<file path="config.mk">
export PLATFORM = sky130hd
export DESIGN_NAME = sid_regs
export DESIGN_NICKNAME = d
export VERILOG_FILES = /design/src/rtl/sid_regs.sv
export SDC_FILE = /design/constraint.sdc
export NUM_CORES = 1
export LEC_CHECK = 0
export ABC_AREA = 1
export CAP_MARGIN = 10
export CORE_MARGIN = 2
export CORE_UTILIZATION = 51
export DETAILED_ROUTE_END_ITERATION = 16
export MAX_ROUTING_LAYER = met4
export PLACE_DENSITY = 0.86
export SETUP_SLACK_MARGIN = 0.2
export SYNTH_ARGS = -nofsm -noshare
export SYNTH_HDL_FRONTEND = slang
export SYNTH_SLANG_ARGS = --single-unit
</file>
<file path="constraint.sdc">
create_clock -name clk -period 3.9 [get_ports clk]
set_clock_uncertainty 0.05 [all_clocks]
set_input_delay 0.78 -clock clk [delete_from_list [all_inputs] [get_ports clk]]
set_output_delay 0.78 -clock clk [all_outputs]
set_load 0.03 [all_outputs]
</file>
<file path="src/rtl/sid_regs.sv">
// SID register file: bus decode into per-voice and filter/volume fields,
// read-only source readback, and a decaying bus data latch that mimics the
// floating data bus of the original chip.
//
// Bus handshake: an access is accepted on a rising clk edge where clk_en=1,
// bus_cs=1 and armed=1. Acceptance clears armed, and armed is set again on
// any edge with bus_cs=0, so holding bus_cs high yields exactly one access.
// There is no ready; the host is never stalled. A read answers with
// bus_rdata updated at the accepting edge and bus_rvalid high for exactly
// the following clk cycle.
module sid_regs #(
  parameter int DECAY_CYCLES = 8192
) (
  input  logic              clk,
  input  logic              reset,
  input  logic              clk_en,
  input  logic              bus_cs,
  input  logic              bus_rw,
  input  logic [4:0]        bus_addr,
  input  logic [7:0]        bus_wdata,
  output logic [7:0]        bus_rdata,
  output logic              bus_rvalid,
  input  logic [7:0]        potx,
  input  logic [7:0]        poty,
  input  logic [7:0]        osc3,
  input  logic [7:0]        env3,
  output logic [2:0][15:0]  r_freq,
  output logic [2:0][11:0]  r_pw,
  output logic [2:0][7:0]   r_ctrl,
  output logic [2:0][7:0]   r_ad,
  output logic [2:0][7:0]   r_sr,
  output logic [10:0]       r_fc,
  output logic [3:0]        r_res,
  output logic [3:0]        r_filt,
  output logic [3:0]        r_mode,
  output logic [3:0]        r_vol
);

  localparam int CW = $clog2(DECAY_CYCLES + 1);
  localparam logic [CW-1:0] DECAY_MAX = CW'(DECAY_CYCLES);

  logic          armed;
  logic [7:0]    bus_latch;
  logic [CW-1:0] decay_cnt;

  logic          accept;
  logic          wr_acc;
  logic          rd_acc;
  logic          src_hit;
  logic [7:0]    src_val;
  logic [7:0]    rd_value;
  logic          decay_hit;

  // Access acceptance, source mux and decay-expiry detection.
  always_comb begin
    accept    = clk_en && bus_cs && armed;
    wr_acc    = accept && !bus_rw;
    rd_acc    = accept && bus_rw;
    src_hit   = 1'b1;
    src_val   = 8'h00;
    case (bus_addr)
      5'h19:   src_val = potx;
      5'h1A:   src_val = poty;
      5'h1B:   src_val = osc3;
      5'h1C:   src_val = env3;
      default: src_hit = 1'b0;
    endcase
    rd_value  = src_hit ? src_val : bus_latch;
    // Expiry is the edge on which the counter steps onto DECAY_CYCLES.
    decay_hit = clk_en && !accept && (decay_cnt == DECAY_MAX - CW'(1));
  end

  // Re-arm whenever chip select is low; disarm on an accepted access.
  always_ff @(posedge clk) begin
    if (reset) begin
      armed <= 1'b1;
    end else if (!bus_cs) begin
      armed <= 1'b1;
    end else if (accept) begin
      armed <= 1'b0;
    end
  end

  // Write decode into the voice and filter/volume fields.
  always_ff @(posedge clk) begin
    if (reset) begin
      r_freq <= '0;
      r_pw   <= '0;
      r_ctrl <= '0;
      r_ad   <= '0;
      r_sr   <= '0;
      r_fc   <= '0;
      r_res  <= '0;
      r_filt <= '0;
      r_mode <= '0;
      r_vol  <= '0;
    end else if (wr_acc) begin
      for (int v = 0; v < 3; v++) begin
        if (bus_addr == 5'(7 * v + 0)) r_freq[v][7:0]  <= bus_wdata;
        if (bus_addr == 5'(7 * v + 1)) r_freq[v][15:8] <= bus_wdata;
        if (bus_addr == 5'(7 * v + 2)) r_pw[v][7:0]    <= bus_wdata;
        if (bus_addr == 5'(7 * v + 3)) r_pw[v][11:8]   <= bus_wdata[3:0];
        if (bus_addr == 5'(7 * v + 4)) r_ctrl[v]       <= bus_wdata;
        if (bus_addr == 5'(7 * v + 5)) r_ad[v]         <= bus_wdata;
        if (bus_addr == 5'(7 * v + 6)) r_sr[v]         <= bus_wdata;
      end
      case (bus_addr)
        5'h15: r_fc[2:0]  <= bus_wdata[2:0];
        5'h16: r_fc[10:3] <= bus_wdata;
        5'h17: begin
          r_res  <= bus_wdata[7:4];
          r_filt <= bus_wdata[3:0];
        end
        5'h18: begin
          r_mode <= bus_wdata[7:4];
          r_vol  <= bus_wdata[3:0];
        end
        default: ;
      endcase
    end
  end

  // Bus latch: loads on every access, clears when the decay counter expires.
  always_ff @(posedge clk) begin
    if (reset) begin
      bus_latch <= 8'h00;
    end else if (accept) begin
      bus_latch <= bus_rw ? rd_value : bus_wdata;
    end else if (decay_hit) begin
      bus_latch <= 8'h00;
    end
  end

  // Decay counter: restarts on access, counts clk_en ticks, saturates.
  always_ff @(posedge clk) begin
    if (reset) begin
      decay_cnt <= '0;
    end else if (accept) begin
      decay_cnt <= '0;
    end else if (clk_en && decay_cnt != DECAY_MAX) begin
      decay_cnt <= decay_cnt + CW'(1);
    end
  end

  // Read data register and its one-cycle valid pulse.
  always_ff @(posedge clk) begin
    if (reset) begin
      bus_rdata  <= 8'h00;
      bus_rvalid <= 1'b0;
    end else begin
      bus_rvalid <= rd_acc;
      if (rd_acc) begin
        bus_rdata <= rd_value;
      end
    end
  end

endmodule

</file>
# Word-level counts from Yosys, hierarchy flattened

Cells that the tools add are included.
Widths: inputs -> output; s select.

Register bits after elaboration: 215
Input port bits: 50
Output and inout port bits: 192
Logic and storage cells: 109

$add $sub $neg: 1
Eq/ne operators: 30
Multiplexer cells: 6
Bitwise gates (word level): 1
Reductions and logical operators: 39

Operators with widths:

| operator              | number |
|---|---|
| $eq 5x5->1 const B    | 13 |
| $reduce_and 2->1      | 25 |
| $eq 5x4->1 const B    | 8 |
| $mux 8                | 4 |
| $pmux 8 s4            | 1 |
| $eq 5x3->1 const B    | 4 |
| $add 14x1->14 const B | 1 |
| $eq 14x13->1 const B  | 1 |
| $ne 14x14->1 const B  | 1 |
| $eq 5x2->1 const B    | 2 |
| $logic_and 1x1->1     | 7 |
| $eq 5x1->1 const B    | 1 |
| $logic_not 5->1       | 1 |
| $reduce_or 2->1       | 2 |
| $reduce_or 4->1       | 1 |
| $logic_not 1->1       | 2 |
| $reduce_bool 2->1     | 1 |
| $mux 1                | 1 |
| $not 1->1             | 1 |

# Logic depth before layout (Yosys ltp)

Gate-level depths: netlist (run 1).

Word-level depth: 7
Depth in mapped cells: 10

# Worst setup path after synthesis (run 1)

OpenSTA, ideal clock, no wires.

Kind: input port to flip-flop
From: in bus_addr[4]
To: reg r_ad[21] (netlist name)
Setup time: 70 ps
Data arrival time: 1,849 ps
Slack: 1,932 ps
Stages on the path: 6
Path buffers: 2
Cell sequence: clkbuf_1 nand2_2 nor3_4 buf_2 o21ai_0 a21oi_1

Word-level cells in the longest chain between the ends: 2

Ends and longest elaborated chain:

| what                              | line | RTL |
|---|---|---|
| from (decl)                       | 19   | `input logic [4:0] bus_addr,` |
| $eq 5x5->1                        | 104  | `if (bus_addr == 5'(7 * v + 5)) r_ad[v] <= bus_wdata;` |
| $reduce_and 2->1 (no source line) | --   |  |
| to (signal, indexed assignment)   | 104  |  |
| to (decl)                         | 30   | `output logic [2:0][7:0] r_ad,` |

No other way between the ends.
A chain may end at the register's enable or synchronous reset.

# Worst setup path after layout (run 1)

From: in clk_en
To: reg r_freq[47] (netlist name)

Word-level cells in the longest chain between the ends: 4

Ends and longest elaborated chain:

| what                              | line | RTL |
|---|---|---|
| from (decl)                       | 16   | `input logic clk_en,` |
| $logic_and 1x1->1 (2 in series)   | 56   | `accept = clk_en && bus_cs && armed;` |
| $logic_and 1x1->1                 | 57   | `wr_acc = accept && !bus_rw;` |
| $reduce_and 2->1 (no source line) | --   |  |
| to (signal, indexed assignment)   | 99   | `if (bus_addr == 5'(7 * v + 0)) r_freq[v][7:0] <= bus_wdata;` |
| to (signal, indexed assignment)   | 100  | `if (bus_addr == 5'(7 * v + 1)) r_freq[v][15:8] <= bus_wdata;` |
| to (decl)                         | 27   | `output logic [2:0][15:0] r_freq,` |

No other way between the ends.

==> results of run 1 <==
-- worst min path at each step --
stage,start,endpoint,slack [ns],depth (start not counted)
finish,r_freq[46],r_freq[46],0.39,2
floorplan,decay_cnt[8],decay_cnt[8],0.41,2
CTS,r_freq[41],r_freq[41],0.40,2
global placement,r_pw[11],r_pw[11],0.38,2
global route,r_pw[11],r_pw[11],0.41,2
detailed placement,r_freq[41],r_freq[41],0.39,2
-- worst max-delay path: stages --
cell and delay, ns:
sky130_fd_sc_hd__clkdlybuf4s50_1 0.56, sky130_fd_sc_hd__nand3_4 0.15, sky130_fd_sc_hd__nor2_8 0.18, sky130_fd_sc_hd__nand2_2 0.36, sky130_fd_sc_hd__inv_1 0.28, sky130_fd_sc_hd__nand3_1 0.41, sky130_fd_sc_hd__o21ai_0 0.33, sky130_fd_sc_hd__a21oi_1 0.08
-- metal layers --
metal / routed length (um) / track usage / up-vias
met2: 12100 / 0.491 / 357
met4: 901 / 0.103 / 0
met3: 2500 / 0.0836 / 70
met5: 0 / - / -
met1: 10700 / 0.376 / 3686
li1: - / - / 3841
-- metrics by stage --
step | worst slack (ns) | power [mW] | utilization | hold WS [ns] | std cells
3_5_place_dp | 0.610 | 2.54 | 0.674 | 0.387 | 1407
5_1_grt | 0.882 | 4.82 | 0.722 | 0.409 | 1447
3_3_place_gp | 0.782 | 2.54 | 0.674 | 0.382 | 1407
2_1_floorplan | 1.93 | 2.41 | - | 0.408 | 1008
6_report | 1.08 | 4.69 | 0.722 | 0.394 | 1447
4_1_cts | 1.11 | 4.71 | 0.722 | 0.396 | 1446
-- sequential cells by signal, summed over array words and instances, names as in the netlist --
register / count
bus_rvalid: 1
bus_latch: 8
r_ad: 24
r_sr: 24
armed: 1
r_filt: 4
decay_cnt: 14
r_fc: 11
r_freq: 48
r_res: 4
bus_rdata: 8
r_vol: 4
r_mode: 4
r_ctrl: 24
r_pw: 36
-- cell usage in the layout, fill, tap and decap left out, drive strengths merged --
master         count
nor2              50
xor2               6
clkinvlp           1
diode              1
o21ai            194
inv               68
clkinv            11
clkbuf            32
bufinv             2
clkdlybuf4s50    241
nor3              10
buf                6
nand4             13
ha                 2
dfxtp            215
and3               1
a21oi            221
nand2            111
nand3             46
-- power by group through the flow --
| stage | logic, mW | clock network [mW] | registers, mW |
|---|---|---|---|
| 2_1_floorplan | 0.125 | 0 | 2.29 |
| 3_3_place_gp | 0.268 | 0 | 2.27 |
| 3_5_place_dp | 0.269 | 0 | 2.27 |
| 4_1_cts | 0.271 | 2.21 | 2.22 |
| 5_1_grt | 0.295 | 2.30 | 2.22 |
| 6_report | 0.274 | 2.20 | 2.22 |
-- kinds of logic after synthesis --
family,count (synthesis),share of synthesized area
AO/OA/AOI/OAI,415,0.256
AND/OR/NAND/NOR,231,0.137
flip-flops,215,0.529
buffers and inverters,139,0.0685
XOR/XNOR,6,0.00646
adder cells (fa/ha/maj),2,0.00308
-- cell type report --
cell class	instances	area, um2	area share
diodes	1	2.50	0.000220
clock buffers	32	668	0.0589
clock inverters	7	98.8	0.00871
inverters	75	283	0.0249
multi-input cells	654	3270	0.288
flip-flops and latches	215	4300	0.379
well taps	216	270	0.0238
repair buffers	247	2460	0.216
==> impl_metrics.sql, run 1 <==
INSERT INTO impl_metrics (metric_group, metric, value, unit) VALUES
('final_layout', 'finish.instance_area', '11400', 'um2'),
('final_layout', 'area_delta_synth_final', '39.6', '%'),
('setup_path', 'path_class', 'in2reg', ''),
('clock_tree', 'cts.clk_slew.worst_paths', '0.06', 'ns'),
('floorplanning', 'placementRows', '46', ''),
('min_path', 'hold_crit_class', 'reg2reg', ''),
('setup_path', 'worstRegToRegCells', '7', ''),
('logic_synthesis', 'synthMostInstantiatedCell', 'sky130_fd_sc_hd__a21oi_1', ''),
('clock_tree', 'cts_tree', 'built', ''),
('route', 'via_count', '7954', ''),
('placement', 'hpwlAfterDp', '17600', 'um'),
('global_route', 'grt_total_ovfl', '0', ''),
('power', 'switching_share', '0.227', ''),
('floorplanning', 'fp.dieH', '130', 'um'),
('logic_synthesis', 'synth.cell_area', '8130', 'um2'),
('logic_synthesis', 'yosysWarnings', '0', ''),
('setup_path', 'worst-r2r-setup-slack', '1.58', 'ns'),
('sta', 'finalMaxSlewViolations', '0', ''),
('floorplanning', 'floorplan.die.width', '130', 'um'),
('power', 'p_seq_frac', '0.473', ''),
('sta', 'summed_negative_setup_slack_over_all_endpoints', '0', 'ns'),
('placement', 'dpl_cell_area', '10600', 'um2'),
('global_route', 'track_usage', '0.307', ''),
('power', 'power_switching', '1.07', 'mW'),
('sta', 'fin_crit_sh', '0.722', ''),
('sta', 'post-route-min-period', '2.82', 'ns'),
('sta', 'maxClockFrequency', '355', 'MHz'),
('sta', 'rsz0062_at_grt', 'no', ''),
('route', 'firstDrtPassIters', '7', ''),
('route', 'totalWireLength', '26200', 'um'),
('logic_synthesis', 'postSynthNetCount', '1060', ''),
('global_route', 'pin_count_of_the_biggest_net_entering_global_routing', '114', ''),
('sta', 'relSlewSlack', '0.347', ''),
('setup_path', 'cp_data_required_time', '4.22', 'ns'),
('logic_synthesis', 'synth.avg_cell_area', '8.06', 'um2'),
('placement', 'finalWeightedCongestion', '0.905', ''),
('setup_path', 'sort_of_element_at_the_end_of_the_critical_path', 'flip-flop', ''),
('route', 'wire_per_inst', '18.1', 'um'),
('final_layout', 'fin_nets', '1267', ''),
('logic_synthesis', 'ys_async_sr_fraction', '0', ''),
('clock_tree', 'cts-resized-gates', '0', ''),
('floorplanning', 'floorplan.initialDensity', '0.517', ''),
('route', 'remaining_drc_errors', '0', ''),
('logic_synthesis', 'synth_top_cell_by_area', 'sky130_fd_sc_hd__dfxtp_1', ''),
('logic_synthesis', 'netlist_top_cells_count', 'sky130_fd_sc_hd__a21oi_1 (221), sky130_fd_sc_hd__dfxtp_1 (215), sky130_fd_sc_hd__o21ai_0 (192), sky130_fd_sc_hd__nand2_1 (109), sky130_fd_sc_hd__inv_1 (69)', ''),
('logic_synthesis', 'synthFlopType', 'sky130_fd_sc_hd__dfxtp_1', ''),
('power', 'cellInternalPower', '3.63', 'mW'),
('power', 'clock_power_share', '0.468', ''),
('logic_synthesis', 'synth_cells', '1008', ''),
('route', 'via_per_inst', '5.50', ''),
('setup_path', 'timing.critical_path.from', 'clk_en', ''),
('floorplanning', 'num_io_pins', '242', ''),
('logic_synthesis', 'proportion_of_synthesized_chip_area_in_sequential_cells', '0.529', ''),
('power', 'part_of_the_total_power_dissipated_in_combinational_logic', '0.058', ''),
('setup_path', 'endpoint', 'r_freq[47]', ''),
('clock_tree', 'numClockSinks', '215', ''),
('status', 'outcome', 'complete, no violations', ''),
('floorplanning', 'core_ar', '15700', 'um2'),
('logic_synthesis', 'synthDistinctLibCells', '26', ''),
('clock_tree', 'clk_root_buffer_cell', 'sky130_fd_sc_hd__clkbuf_16', ''),
('logic_synthesis', 'yosys.area.top_type_share', '0.529', ''),
('setup_path', 'start_kind', 'primary input', ''),
('global_route', 'number_of_global_route_vias_before_repair', '7330', ''),
('run', 'max_cap_violations', '0', ''),
('route', 'starting_drt_drc_count', '585', ''),
('power', 'max-vdd-ir-drop', '0.396', 'mV'),
('sta', 'worst_pin_slew', '0.979', 'ns'),
('clock_tree', 'cts-buffers-inserted', '22', ''),
('floorplanning', 'die_area', '17000', 'um2'),
('sta', 'finalSetupViolations', '0', ''),
('setup_path', 'cp_data_arrival_time', '3.14', 'ns');
(Power assumes the default switching activity.)
==> run 2, diff against run 1 <==
--- a/config.mk
+++ b/config.mk
@@ -8,10 +8,10 @@
 export ABC_AREA = 1
 export CAP_MARGIN = 10
 export CORE_MARGIN = 2
-export CORE_UTILIZATION = 51
+export CORE_UTILIZATION = 47
 export DETAILED_ROUTE_END_ITERATION = 16
 export MAX_ROUTING_LAYER = met4
-export PLACE_DENSITY = 0.86
+export PLACE_DENSITY = 0.8
 export SETUP_SLACK_MARGIN = 0.2
 export SYNTH_ARGS = -nofsm -noshare
 export SYNTH_HDL_FRONTEND = slang
==> constraint.sdc (replaced) <==
create_clock -name clk -period 2.9 [get_ports clk]
set_clock_uncertainty 0.05 [all_clocks]
set_input_delay 0.58 -clock clk [delete_from_list [all_inputs] [get_ports clk]]
set_output_delay 0.58 -clock clk [all_outputs]
set_load 0.03 [all_outputs]
==> run 2 against run 1 <==
Against the previous run:
- sequential power rose by 35%
- count of clock-buffer cells in the layout is 2 lower
- final cell count grew 1.8%
- via count is 1.4% lower
- combinational power is 43% higher
- hold slack lost 0.0017 ns
- design area up 1.2%
- register-to-register slack got worse by 0.73 ns
- core utilization shrank 5.2 points
- global-route usage fell by 2.7 points
- setup slack worse by 0.41 ns
- non-clock buffer count rose by 17
- critical endpoint is now r_ad[21]
==> impl_metrics.sql, run 2 (synthesis gave the netlist of run 1 again) <==
INSERT INTO impl_metrics (metric_group, metric, value, unit) VALUES
('status', 'outcome', 'complete, no violations', ''),
('route', 'via_count', '7841', ''),
('power', 'static-leakage-power', '4.29', 'nW'),
('placement', 'dpl_cell_area', '10700', 'um2'),
('route', 'starting_drt_drc_count', '487', ''),
('floorplanning', 'core_ar', '17100', 'um2'),
('placement', 'port_buffers', '241', ''),
('setup_path', 'worstPathBufferInverterCount', '1', ''),
('clock_tree', 'post-cts-setup-buffer-count', '0', ''),
('floorplanning', 'placementRows', '48', ''),
('sta', 'relSlewSlack', '0.578', ''),
('final_layout', 'fin_nets', '1285', ''),
('setup_path', 'start_kind', 'flip-flop', ''),
('placement', 'finalWeightedCongestion', '0.963', ''),
('global_route', 'pin_count_of_the_biggest_net_entering_global_routing', '84', ''),
('min_path', 'hp-start', 'r_sr[15]', ''),
('sta', 'finalSetupViolations', '0', ''),
('run', 'max_cap_violations', '0', ''),
('setup_path', 'worstPathMaxFanout', '2', ''),
('sta', 'worst_pin_slew', '0.633', 'ns'),
('power', 'power.density', '543', 'nW/um2'),
('final_layout', 'finish.utilization', '0.671', ''),
('final_layout', 'regMostFlops', 'r_freq', ''),
('route', 'totalWireLength', '25900', 'um'),
('setup_path', 'crit_family', 'buffers and inverters', ''),
('final_layout', 'leading_cell_type_in_the_layout_fill_and_taps_excluded', 'sky130_fd_sc_hd__clkdlybuf4s50_1', ''),
('route', 'firstDrtPassIters', '4', ''),
('route', 'wire_per_inst', '17.6', 'um'),
('setup_path', 'crit_path_max_incr_delay', '0.73', 'ns'),
('clock_tree', 'cts-root-to-sink-buffers', '3', ''),
('final_layout', 'area_delta_synth_final', '41.3', '%'),
('sta', 'hold_viol_final', '0', ''),
('floorplanning', 'num_io_pins', '242', ''),
('global_route', 'grt_pass1_wl', '39500', 'um'),
('final_layout', 'antennaDiodeCount', '0', ''),
('route', 'remaining_drc_errors', '0', ''),
('clock_tree', 'cts-resized-gates', '0', ''),
('setup_path', 'cp_data_arrival_time', '1.59', 'ns'),
('sta', 'maxClockFrequency', '450', 'MHz'),
('clock_tree', 'cts.clk_slew.worst_paths', '0.06', 'ns'),
('sta', 'post-route-min-period', '2.22', 'ns'),
('global_route', 'grt_total_ovfl', '0', ''),
('clock_tree', 'cts-buffers-inserted', '23', ''),
('placement', 'hpwlAfterDp', '17600', 'um'),
('final_layout', 'layout.filler_cells', '1406', ''),
('setup_path', 'reg2reg_from', 'decay_cnt[0]', ''),
('min_path', 'hold_crit_class', 'reg2reg', ''),
('sta', 'finalMaxSlewViolations', '0', ''),
('global_route', 'number_of_global_route_vias_before_repair', '7289', ''),
('global_route', 'antenna_found_initial', '0', ''),
('setup_path', 'worst-r2r-setup-slack', '0.85', 'ns'),
('final_layout', 'reg.largest.list', 'r_freq: 48 flops, r_pw: 36 flops', ''),
('route', 'ant_nets', '0', ''),
('clock_tree', 'cts_tree', 'built', ''),
('floorplanning', 'fp.dieH', '136', 'um'),
('setup_path', 'timing.critical_path.cells', 'clkdlybuf4s50_1', ''),
('floorplanning', 'floorplan.die.width', '136', 'um'),
('final_layout', 'share_of_layout_cells_above_drive_strength_1', '0.0673', ''),
('clock_tree', 'clk_root_buffer_cell', 'sky130_fd_sc_hd__clkbuf_16', ''),
('sta', 'summed_negative_setup_slack_over_all_endpoints', '0', 'ns'),
('global_route', 'track_usage', '0.280', ''),
('setup_path', 'worst_path_max_delay_cell', 'sky130_fd_sc_hd__clkdlybuf4s50_1', ''),
('setup_path', 'timing.critical_path.from', 'r_ad[21]', ''),
('route', 'via_per_inst', '5.32', ''),
('final_layout', 'finish.instance_area', '11500', 'um2'),
('clock_tree', 'htree_levels', '1', ''),
('sta', 'rsz0062_at_grt', 'no', ''),
('setup_path', 'path_class', 'reg2out', ''),
('final_layout', 'largest_register_ffs', '48', ''),
('clock_tree', 'clock_insertion_delay_worst_skew', '0.50', 'ns'),
('power', 'max-vdd-ir-drop', '0.532', 'mV'),
('final_layout', 'ff_latch_area', '4300', 'um2'),
('final_layout', 'layout_common_cells', 'sky130_fd_sc_hd__clkdlybuf4s50_1 (241), sky130_fd_sc_hd__a21oi_1 (221), sky130_fd_sc_hd__dfxtp_1 (215), sky130_fd_sc_hd__o21ai_0 (192), sky130_fd_sc_hd__nand2_1 (109)', ''),
('clock_tree', 'hold_buffers', '0', ''),
('setup_path', 'cp_data_required_time', '2.27', 'ns'),
('setup_path', 'sort_of_element_at_the_end_of_the_critical_path', 'output pin', ''),
('sta', 'fin_crit_sh', '0.766', ''),
('floorplanning', 'die_area', '18400', 'um2'),
('clock_tree', 'numClockSinks', '215', ''),
('final_layout', 'multi_input_comb_area', '3270', 'um2'),
('floorplanning', 'floorplan.initialDensity', '0.475', '');
[run 2: path summary, 6_finish.rpt]
kind / depth (start not counted) / end
setup reg to reg: 8 / bus_latch[4]
hold / removal: 2 / r_sr[15]
setup / recovery: 1 / r_ad[21]
hold reg to reg: 2 / r_sr[15]
[run 2: cell type report]
cell class,instances,area share
sequential,215,0.375
inverter,75,0.0247
clock buffer,30,0.0568
timing repair buffer,264,0.227
tap,225,0.0245
clock inverter,10,0.00741
multi-input combinational,654,0.285
[run 2: tightest hold or removal path: stages (launching register included)]
cell and delay, ns:
sky130_fd_sc_hd__dfxtp_1 0.31, sky130_fd_sc_hd__inv_1 0.04, sky130_fd_sc_hd__a21oi_1 0.05
[run 2: report_power, final]
part / switching (mW) / internal [mW]
combinational: 0.249 / 0.142
clock: 1.19 / 1.67
sequential: 0.0127 / 2.98
[run 2: layer usage]
layer,track usage,part of all wire,up-vias
met3,0.0584,0.075,61
li1,-,-,3872
met4,0.0943,0.033,0
met2,0.435,0.46,286
met1,0.366,0.43,3622
met5,-,0,-
[run 2: per-stage QoR]
stage                     worst slack (ns)  std cells  power [mW]  hold slack [ns]
after global routing                 0.537       1473        6.41            0.417
after CTS                            0.681       1473        6.26            0.393
after floorplan                       1.13       1008        3.24            0.408
final                                0.679       1473        6.24            0.393
after detailed placement             0.241       1433        3.44            0.384
after global placement               0.306       1433        3.44            0.382
